### config.mk
export PLATFORM = sky130hd
export DESIGN_NAME = game_timer_flat
export DESIGN_NICKNAME = d
export VERILOG_FILES = /design/src/rtl/game_timer_if.sv /design/src/rtl/game_timer.sv /design/src/flat_wrapper.sv
export SDC_FILE = /design/constraint.sdc
export NUM_CORES = 1
export LEC_CHECK = 0
export ABC_AREA = 1
export BUFFER_PORTS_ARGS = -buffer_cell sky130_fd_sc_hd__buf_2
export CORE_ASPECT_RATIO = 0.9
export CORE_MARGIN = 1
export CORE_UTILIZATION = 55
export DETAILED_ROUTE_END_ITERATION = 6
export GPL_TIMING_DRIVEN = 0
export PLACE_DENSITY_LB_ADDON = 0.08
export SLEW_MARGIN = 5
export SYNTH_ARGS = -nofsm -noshare
export SYNTH_HDL_FRONTEND = slang
export SYNTH_SLANG_ARGS = --single-unit
### constraint.sdc
create_clock -name clkIn -period 2.7 [get_ports clkIn]
set_clock_uncertainty 0.05 [all_clocks]
set_input_delay 0.81 -clock clkIn [delete_from_list [all_inputs] [get_ports clkIn]]
set_output_delay 0.81 -clock clkIn [all_outputs]
set_load 0.02 [all_outputs]
### src/rtl/game_timer_if.sv
// Signal bundle between the game timer and its controller/display side.
// The pause signal exists only when the build defines PAUSE_EN.
interface game_timer_if #(
   parameter int SEC_W = 6
);
   logic             gameStart;
`ifdef PAUSE_EN
   logic             pause;
`endif
   logic [SEC_W-1:0] time_left;
   logic             sec_tick;
   logic             game_active;
   logic             timer_expired;

`ifdef PAUSE_EN
   modport master (
      output gameStart,
      output pause,
      input  time_left,
      input  sec_tick,
      input  game_active,
      input  timer_expired
   );

   modport slave (
      input  gameStart,
      input  pause,
      output time_left,
      output sec_tick,
      output game_active,
      output timer_expired
   );
`else
   modport master (
      output gameStart,
      input  time_left,
      input  sec_tick,
      input  game_active,
      input  timer_expired
   );

   modport slave (
      input  gameStart,
      output time_left,
      output sec_tick,
      output game_active,
      output timer_expired
   );
`endif
endinterface

### src/rtl/game_timer.sv
// Countdown game timer: divides clkIn to 1 s ticks and counts GAME_SECONDS down to 0.
// Optional build macro PAUSE_EN adds a level pause input that freezes the countdown.
//
// state      | meaning
// -----------+-----------------------------------------------------------
// ST_IDLE    | waiting for the first start edge, time_left held at full
// ST_RUNNING | prescaler counting, time_left decrements on each sec_tick
// ST_EXPIRED | game over, time_left held at 0 until the next start edge
module game_timer #(
   parameter int TICKS_PER_SEC = 100000000,
   parameter int GAME_SECONDS  = 30,
   parameter int SEC_W         = 6
) (
   input logic         clkIn,
   input logic         reset,
   game_timer_if.slave bus
);
   localparam int PRE_W = (TICKS_PER_SEC > 1) ? $clog2(TICKS_PER_SEC) : 1;
   localparam logic [PRE_W-1:0] PRE_LAST = PRE_W'(TICKS_PER_SEC - 1);
   localparam logic [SEC_W-1:0] SEC_LOAD = SEC_W'(GAME_SECONDS);

   localparam logic [1:0] ST_IDLE    = 2'd0;
   localparam logic [1:0] ST_RUNNING = 2'd1;
   localparam logic [1:0] ST_EXPIRED = 2'd2;

   logic [1:0]       state, state_nxt;
   logic [PRE_W-1:0] prescaler, prescaler_nxt;
   logic [SEC_W-1:0] time_left_q, time_left_nxt;
   logic             sec_tick_q, sec_tick_nxt;
   logic             expired_q, expired_nxt;
   logic             game_active_q;
   logic             start_d;
   logic             start_evt;
   logic             paused;

`ifdef PAUSE_EN
   assign paused = bus.pause;
`else
   assign paused = 1'b0;
`endif

   assign start_evt = bus.gameStart & ~start_d;

   // A start edge is a full reload from any state, and beats a coincident final tick.
   always_comb begin
      state_nxt     = state;
      prescaler_nxt = prescaler;
      time_left_nxt = time_left_q;
      sec_tick_nxt  = 1'b0;
      expired_nxt   = 1'b0;
      if (start_evt) begin
         state_nxt     = ST_RUNNING;
         prescaler_nxt = '0;
         time_left_nxt = SEC_LOAD;
      end else begin
         case (state)
            ST_IDLE: begin
               prescaler_nxt = '0;
               time_left_nxt = SEC_LOAD;
            end
            ST_RUNNING: begin
               if (!paused) begin
                  if (prescaler == PRE_LAST) begin
                     prescaler_nxt = '0;
                     sec_tick_nxt  = 1'b1;
                     if (time_left_q <= SEC_W'(1)) begin
                        time_left_nxt = '0;
                        expired_nxt   = 1'b1;
                        state_nxt     = ST_EXPIRED;
                     end else begin
                        time_left_nxt = time_left_q - SEC_W'(1);
                     end
                  end else begin
                     prescaler_nxt = prescaler + PRE_W'(1);
                  end
               end
            end
            ST_EXPIRED: begin
               prescaler_nxt = '0;
               time_left_nxt = '0;
            end
            default: begin
               state_nxt     = ST_IDLE;
               prescaler_nxt = '0;
               time_left_nxt = SEC_LOAD;
            end
         endcase
      end
   end

   always_ff @(posedge clkIn) begin
      if (reset) begin
         state         <= ST_IDLE;
         prescaler     <= '0;
         time_left_q   <= SEC_LOAD;
         sec_tick_q    <= 1'b0;
         expired_q     <= 1'b0;
         game_active_q <= 1'b0;
         start_d       <= 1'b0;
      end else begin
         state         <= state_nxt;
         prescaler     <= prescaler_nxt;
         time_left_q   <= time_left_nxt;
         sec_tick_q    <= sec_tick_nxt;
         expired_q     <= expired_nxt;
         game_active_q <= (state_nxt == ST_RUNNING);
         start_d       <= bus.gameStart;
      end
   end

   assign bus.time_left     = time_left_q;
   assign bus.sec_tick      = sec_tick_q;
   assign bus.game_active   = game_active_q;
   assign bus.timer_expired = expired_q;
endmodule

### src/flat_wrapper.sv
// flat-port wrapper written by rule: the top's interface ports become plain ports
module game_timer_flat 
#(
   parameter int TICKS_PER_SEC = 100000000,
   parameter int GAME_SECONDS  = 30,
   parameter int SEC_W         = 6
)
  (clkIn, reset, bus_gameStart, bus_time_left, bus_sec_tick, bus_game_active, bus_timer_expired);
  game_timer_if #(.SEC_W(SEC_W)) bus_i ();
  input logic clkIn;
  input logic reset;
  input wire logic [$bits(bus_i.gameStart)-1:0] bus_gameStart;
  output wire logic [$bits(bus_i.time_left)-1:0] bus_time_left;
  output wire logic [$bits(bus_i.sec_tick)-1:0] bus_sec_tick;
  output wire logic [$bits(bus_i.game_active)-1:0] bus_game_active;
  output wire logic [$bits(bus_i.timer_expired)-1:0] bus_timer_expired;
  assign bus_i.gameStart = bus_gameStart;
  assign bus_time_left = bus_i.time_left;
  assign bus_sec_tick = bus_i.sec_tick;
  assign bus_game_active = bus_i.game_active;
  assign bus_timer_expired = bus_i.timer_expired;
  game_timer #(.TICKS_PER_SEC(TICKS_PER_SEC), .GAME_SECONDS(GAME_SECONDS), .SEC_W(SEC_W)) u_core (.clkIn(clkIn), .reset(reset), .bus(bus_i));
endmodule
### Word level (Yosys, flattened, before mapping)

Index checks and enable logic that the tools add are counted.

| operators by class | value |
|---|---|
| reductions and logical operators | 6 |
| multiplexer cells | 9 |
| equality and inequality tests | 5 |
| div/mod/pow operators | 0 |
| magnitude comparators | 1 |
| add/sub/neg operators | 2 |
| bitwise gates (word level) | 4 |
| multiply operators | 0 |
| shift operators | 0 |

Operators with widths:

| operator | count |
|---|---|
| $add A27 B1 Y27 const B | 1 |
| $eq A27 B27 Y1 const B | 1 |
| $mux W6 | 2 |
| $pmux W6 S2 | 1 |
| $reduce_or A4 Y1 | 2 |
| $le A6 B1 Y1 const B | 1 |
| $mux W2 | 3 |
| $sub A6 B1 Y6 const B | 1 |
| $eq A2 B1 Y1 const B | 2 |
| $pmux W2 S2 | 1 |
| $reduce_or A2 Y1 | 2 |
| $not A1 Y1 | 3 |
| $reduce_or A3 Y1 | 1 |
| $eq A2 B2 Y1 const B | 1 |
| $logic_not A2 Y1 | 1 |
| $mux W1 | 2 |
| $ne A2 B1 Y1 const B | 1 |
| $and A1 B1 Y1 | 1 |

| storage, ports and cells | value |
|---|---|
| memories kept | 0 |
| memory bits (writable) | 0 |
| bits in latches | 0 |
| bits in registers | 39 |
| memory bits (read-only) | 0 |

### Depth between registers and ports, before layout

Gate-level depths: netlist of the first run.

| logic depth | value |
|---|---|
| depth after elaboration | 6 |
| gate-level depth with buffers | 12 |

### Worst setup path before layout of the first run

Ideal clock, no wire load.

| timing path | value |
|---|---|
| path type | input-to-reg |
| start | input port bus_gameStart |
| end | register u_core.time_left_q[1], in the netlist u_core.bus.time_left[1] |
| required time | 2.518 ns |
| path buffers | 0 |
| library setup time | 0.132 ns |
| cell stages on the path | 6 |
| setup slack | 0.994 ns |
| arrival | 1.523 ns |
| cell sequence | inv_1 nor2_1 nor2_1 inv_1 nor2_1 o211ai_1 |

| on the way | value |
|---|---|
| cells in the longest elaborated chain, start to end | 2 |

RTL lines:

| what | RTL line | source |
|---|---|---|
| start, declared | flat_wrapper.sv:12 | `input wire logic [$bits(bus_i.gameStart)-1:0] bus_gameStart;` |
| $and A1 B1 Y1 | game_timer.sv:42 | `assign start_evt = bus.gameStart & ~start_d;` |
| $reduce_or A2 Y1 (no line) | -- |  |
| end signal, assigned | game_timer.sv:103 | `time_left_q <= time_left_nxt;` |
| end, declared | game_timer.sv:28 | `logic [SEC_W-1:0] time_left_q, time_left_nxt;` |

Every way passes these cells.
A chain may end at the register's enable or synchronous reset.

### Worst setup path in the final report of the first run

Ends and elaborated chain as after synthesis.

==> results of run 1 <==
## flip-flops by register name, summed over array words and instances, names as in the netlist
register                  count
u_core.bus.time_left          6
u_core.bus.game_active        1
u_core.state                  2
u_core.start_d                1
u_core.bus.timer_expired      1
u_core.bus.sec_tick           1
u_core.prescaler             27
## power by group through the flow
stage          Sequential (mW)  Clock (mW)  Combinational, mW
2_1_floorplan            0.604           0             0.0396
3_3_place_gp             0.600           0             0.0605
3_5_place_dp             0.600           0             0.0617
4_1_cts                  0.586       0.411             0.0619
5_1_grt                  0.588       0.433             0.0680
6_report                 0.586       0.398             0.0619
## cells by family after synthesis
group	count (synthesis)	synth area share [%]
fa+ha+maj	7	4.086
buf+inv	42	7.764
compound gates	25	6.071
flops	39	36.43
simple gates	168	40.34
xor+xnor	13	5.312
## area by class of cell
type	count	area share, %
Buffer	3	0.8542
Timing Repair Buffer	11	2.349
Clock buffer	6	3.524
Tap cell	46	2.456
Multi-Input combinational cell	213	51.04
Clock inverter	1	0.2136
Sequential cell	39	33.32
Inverter	39	6.247
## metal layers
| layer | wire [microns] | up-vias | global-route usage, % |
|---|---|---|---|
| met5 | 0 | - | 0 |
| met4 | 58 | 0 | 8.036 |
| met1 | 2368 | 826 | 32.50 |
| li1 | - | 977 | - |
| met3 | 120 | 8 | 5.000 |
| met2 | 1796 | 27 | 33.24 |
## cells in the mapped netlist (all sizes together)
cell type	count	share of area [%]
o211ai	2	0.70
a21oi	16	3.7
and2	1	0.29
nor3b	3	1.5
nand4	12	3.5
nor2	59	13
nand2	56	11
xor2	9	3.7
and3	1	0.29
o21ai	7	1.6
nand3	22	6.2
inv	39	6.8
nor3	8	2.6
or2	6	1.8
ha	7	4.1
buf	3	0.93
dfxtp	39	36
xnor2	4	1.6
## final timing paths
path / cells after the start / to / slack (ps) / startpoint
worst max-delay path: 7 / u_core.bus.time_left[1]$_SDFFE_PP1P_ / 930 / bus_gameStart
worst min-delay path: 1 / u_core.prescaler[0]$_SDFF_PP0_ / 420 / u_core.prescaler[0]$_SDFF_PP0_
worst max register to register: 12 / u_core.bus.game_active$_SDFF_PP0_ / 970 / u_core.prescaler[0]$_SDFF_PP0_
worst min register to register: 1 / u_core.prescaler[0]$_SDFF_PP0_ / 420 / u_core.prescaler[0]$_SDFF_PP0_
## worst max-delay path: stages
cell      delay [ps]
buf_2             90
inv_1             60
nor2_1            50
nor2_1           280
inv_1            150
nor2_1           310
o211ai_1         140
## stage by stage
| stage | hold slack, ps | power (mW) |
|---|---|---|
| floorplan | 375.9 | 0.6438 |
| global placement | 396.0 | 0.6602 |
| detailed placement | 400.1 | 0.6617 |
| finish | 417.0 | 1.046 |
| global route | 445.7 | 1.089 |
| CTS | 425.2 | 1.059 |
==> impl_metrics.py, run 1 <==
metrics = {
    "timing": {
        "fin_crit_ps": 1769,
        "fmax_mhz": 565.3,
        "timing.final.ws_setup_ps": 931.1,
        "fin_crit_sh_pct": 65.51,
        "max_slew_margin_pct": 76.78,
        "setup_tns_ps": 0,
        "maxSlewViolCount": 0,
        "setup_viol": 0,
        "tightest_slew_ps": 347.0,
        "finalHoldViolCount": 0,
        "rsz0062_at_grt": "false",
    },
    "clock_tree": {
        "numCtsBuffers": 5,
        "cts.sinks": 39,
        "clockBufferDepth": 2,
        "post_cts_resized": 0,
        "h-tree-depth": 2,
        "cts_root_buf": "clkbuf_8",
        "tritoncts": "yes",
        "cts_hold_buf": 0,
        "path_clk_slew_ps": 70,
        "post_cts_buffers": 0,
        "insertion_delay_ps": 290,
    },
    "detailed_routing": {
        "vias_per_cell": 5.134,
        "avgRoutedWirePerCell_microns": 12.13,
        "drt_wl_total_microns": 4344,
        "first_iter_violations": 149,
        "route.detailed.drc": 0,
        "vias": 1838,
        "ant_nets": 0,
        "dr.pass1.iters": 4,
    },
    "grt": {
        "grt_pass1_wl_microns": 6810,
        "grt_pass1_vias": 1508,
        "antenna_found_initial": 0,
        "grt_max_degree": 12,
        "grt.total_usage_pct": 22.62,
        "grt.overflow.total": 0,
    },
    "power_and_ir_drop": {
        "intPower_mw": 0.8019,
        "vdd_drop_max_mv": 0.2848,
        "clkPwrFrac_pct": 38.0,
        "swShare_pct": 23.33,
        "pwr-share-comb_pct": 5.9,
        "leakagePower_nw": 0.8535,
        "p_sw_mw": 0.2440,
        "power_density_nw_per_um2": 446.3,
        "seqPwrFrac_pct": 56.1,
    },
    "floorplan": {
        "io_pins": 12,
        "die_h_microns": 61.22,
        "die_w_microns": 67.80,
        "core-area_sq_um": 3731,
        "start_util_pct": 57.44,
        "die_area_sq_um": 4151,
        "num_rows": 21,
    },
    "synth": {
        "yosysUniqueCellTypes": 30,
        "syn_area_sq_um": 2143,
        "yosys_warnings": 0,
        "synth.ff_latch_count": 39,
        "synthesis.nets": 304,
        "syn-instance-count": 294,
        "ys_seq_area_share_pct": 36.43,
        "syn_area_per_cell_sq_um": 7.290,
    },
    "worst_setup_path": {
        "cp.arrival_ps": 1880,
        "crit_fanout": 4,
        "worstSetupPathType": "input port to flop",
        "cp-start-kind": "input port",
        "end_kind": "flop",
        "required_ps": 2810,
    },
    "layout": {
        "ff_latch_area_sq_um": 780.7,
        "fin_util_pct": 62.81,
        "layout-drive-gt1-share_pct": 17.95,
        "num_antenna_cells": 0,
        "fillCellCount": 342,
        "final_cell_mix": "nand2_1, nor2_1, dfxtp_1",
        "stdcell_count": 358,
        "final_common_cell": "nand2_1",
        "multi_input_area_sq_um": 1196,
        "fin_area_sq_um": 2344,
        "nets": 322,
        "area_growth_pct": 9.340,
    },
    "place": {
        "placed_cells": 351,
        "portBuffers": 11,
        "place_area_sq_um": 2256,
        "hpwl_microns": 3338,
        "pre_cts_slack_ps": 647.8,
        "globalplace.congestion": 0.9205,
    },
    "run_status": {
        "status": "finished, final reports clean",
    },
    "flow_run": {
        "drv_cap": 0,
    },
    "min_path": {
        "hold_class": "flop to flop",
    },
}
Note: power is estimated with default switching activity, not from simulation.
==> inputs of run 2 (changes only) <==
- ABC_AREA: 1 -> 0
- CORE_UTILIZATION: 55 -> 54
- clock period: 2.7 -> 1.58 ns (I/O delays scaled with it)
==> run 2 against run 1 <==
Against the previous run:
- the flow now finishes with violations (negative setup slack)
- area after synthesis shrank 7.8%
- total power grew 88%
- critical path depth is the same
- sequential cell count is the same
- register-to-register slack lost 1300 ps
- non-clock buffer count grew 15
- die area shrank 5.9%
- synthesized cell count shrank 25%
- setup slack lost 1300 ps
- sequential share of layout area shrank 1.4 points
- wire length grew 11%
==> impl_metrics.py, run 2 <==
metrics = {
    "run_status": {
        "status": "complete, but fails checks",
        "violations": "negative setup slack",
    },
    "timing": {
        "tightest_slew_ps": 601.1,
        "setup_viol": 38,
        "fin_crit_ps": 1957,
        "maxSlewViolCount": 0,
        "rsz0062_at_grt": "true",
        "finalHoldViolCount": 0,
        "timing.final.ws_setup_ps": -377.4,
        "max_slew_margin_pct": 59.78,
        "fmax_mhz": 510.9,
        "fin_crit_sh_pct": 123.9,
    },
    "clock_tree": {
        "insertion_delay_ps": 290,
        "cts_root_buf": "clkbuf_8",
        "path_clk_slew_ps": 70,
        "numCtsBuffers": 5,
        "cts_hold_buf": 0,
        "cts.sinks": 39,
        "h-tree-depth": 2,
        "tritoncts": "yes",
        "clockBufferDepth": 2,
    },
    "floorplan": {
        "num_rows": 20,
        "die_h_microns": 59.40,
        "core-area_sq_um": 3428,
        "start_util_pct": 57.66,
        "die_area_sq_um": 3907,
        "io_pins": 12,
        "die_w_microns": 65.78,
    },
    "detailed_routing": {
        "ant_nets": 0,
        "avgRoutedWirePerCell_microns": 16.31,
        "vias_per_cell": 5.749,
        "drt_wl_total_microns": 4811,
        "route.detailed.drc": 0,
        "first_iter_violations": 124,
        "dr.pass1.iters": 4,
        "vias": 1696,
    },
    "worst_setup_path": {
        "slowest_stage": "or3_4",
        "cp_cell_sequence": "buf_2, nor4b_2, nand4_1, or3_4, nand3_4, buf_6, nor2_1",
        "r2r_cells": 7,
        "slowest_delay_ps": 450,
        "worstSetupPathType": "flop to flop",
        "crit_fanout": 7,
        "required_ps": 1710,
        "cp-start-kind": "flop",
        "cp.arrival_ps": 2090,
        "end_kind": "flop",
    },
    "min_path": {
        "holdPathStages": 2,
        "hold_class": "input port to flop",
    },
    "place": {
        "portBuffers": 11,
        "globalplace.congestion": 0.7988,
        "hpwl_microns": 2968,
        "pre_cts_slack_ps": -442.1,
    },
    "synth": {
        "syn_area_sq_um": 1977,
        "synth_edf_count": 0,
        "synth_commonest_cells": "nor2_1, dfxtp_1, nand2_1, xor2_1, nand4_1",
        "yosysTopAreaCellShare_pct": 39.49,
        "syn_area_per_cell_sq_um": 8.986,
        "synth_ff_type": "dfxtp_1",
        "syn-instance-count": 220,
        "yosysTopAreaCell": "dfxtp_1",
        "ys_seq_area_share_pct": 39.49,
        "ys_async_sr_fraction_pct": 0,
        "synthesis.nets": 230,
        "yosys_warnings": 0,
        "yosysUniqueCellTypes": 47,
        "yosysMostFrequentCell": "nor2_1",
        "synth_area_leaders": "dfxtp_1, nor2_1, xor2_1, ha_1, nand2_1",
        "synth.ff_latch_count": 39,
    },
    "layout": {
        "num_antenna_cells": 0,
        "regMostFlops": "u_core.prescaler",
        "area_growth_pct": 26.46,
        "fillCellCount": 235,
        "final_common_cell": "dfxtp_1",
        "final_cell_mix": "dfxtp_1, nor2_1, nand2_1",
        "nets": 260,
        "largest_register_ffs": 27,
        "layout-drive-gt1-share_pct": 35.06,
    },
    "grt": {
        "grt_pass1_vias": 1574,
        "antenna_found_initial": 0,
        "grt_pass1_wl_microns": 7320,
        "grt.total_usage_pct": 24.82,
        "grt_max_degree": 13,
        "grt.overflow.total": 0,
    },
    "power_and_ir_drop": {
        "vdd_drop_max_mv": 0.5722,
        "power_mw": 1.964,
        "leakagePower_nw": 0.9591,
        "power_density_nw_per_um2": 785.5,
    },
    "flow_run": {
        "drv_cap": 0,
    },
}
## run 2: routing by layer
layer  GRT usage [%]  routed length [microns]
met1           32.51                     2184
met2           40.09                     2346
met3           5.000                      179
met4           9.627                      100
met5               0                        0
## run 2: critical path: cells and delay by family, from the launching register on
family        cells  cell delay [ps]
buf+inv           2              320
flops             1              300
simple gates      5             1180
## run 2: power breakdown
group | switching, mW | internal, mW
sequential | 0.00925 | 0.991
clock | 0.341 | 0.511
combinational | 0.0664 | 0.0449
total | 0.417 | 1.55
## run 2: path summary, 6_finish.rpt
check	startpoint	end	slack (ps)
hold reg to reg	u_core.prescaler[0]$_SDFF_PP0_	u_core.prescaler[0]$_SDFF_PP0_	470
setup reg to reg	u_core.prescaler[10]$_SDFF_PP0_	u_core.prescaler[13]$_SDFF_PP0_	-380
setup / recovery	u_core.prescaler[10]$_SDFF_PP0_	u_core.prescaler[13]$_SDFF_PP0_	-380
hold / removal	reset	u_core.start_d$_SDFF_PP0_	320
## run 2: area by class of cell
| cell class | instances | area [sq um] | share of cell area (%) |
|---|---|---|---|
| Multi-Input combinational cell | 169 | 1296 | 51.85 |
| Timing Repair Buffer | 24 | 167.7 | 6.707 |
| Sequential cell | 39 | 797.0 | 31.88 |
| Clock inverter | 2 | 35.03 | 1.401 |
| Buffer | 5 | 43.79 | 1.752 |
| Tap cell | 44 | 55.05 | 2.202 |
| Clock buffer | 6 | 82.58 | 3.303 |
| Inverter | 6 | 22.52 | 0.9009 |
## run 2: cells by family after synthesis
logic type      after synthesis  share of synthesized area [%]
buf+inv                      12                          3.354
compound gates               16                          5.634
flops                        39                          39.49
simple gates                120                          35.44
mux                           1                         0.5696
xor+xnor                     25                          11.08
fa+ha+maj                     7                          4.430
## run 2: timing repair
| item | CTS | global route |
|---|---|---|
| buffers inserted | 7 | 4 |
| resized for setup | 27 | 22 |
| pin swaps | 15 | 6 |
| endpoints found under the setup margin | 38 | 38 |
| cloned | 2 | 0 |
## run 2: metrics by stage
| stage | util (%) | setup TNS [ps] | cells | hold WS (ps) | instance area, sq um |
|---|---|---|---|---|---|
| global placement | 62.08 | -9507 | 275 | 375.4 | 2128 |
| finish | 72.92 | -11840 | 295 | 320.9 | 2500 |
| CTS | 69.53 | -7808 | 291 | 315.1 | 2384 |
| detailed placement | 62.08 | -11000 | 275 | 382.8 | 2128 |
| floorplan | - | -4113 | 220 | 368.0 | 2018 |
| global route | 72.92 | -14050 | 295 | 325.3 | 2500 |
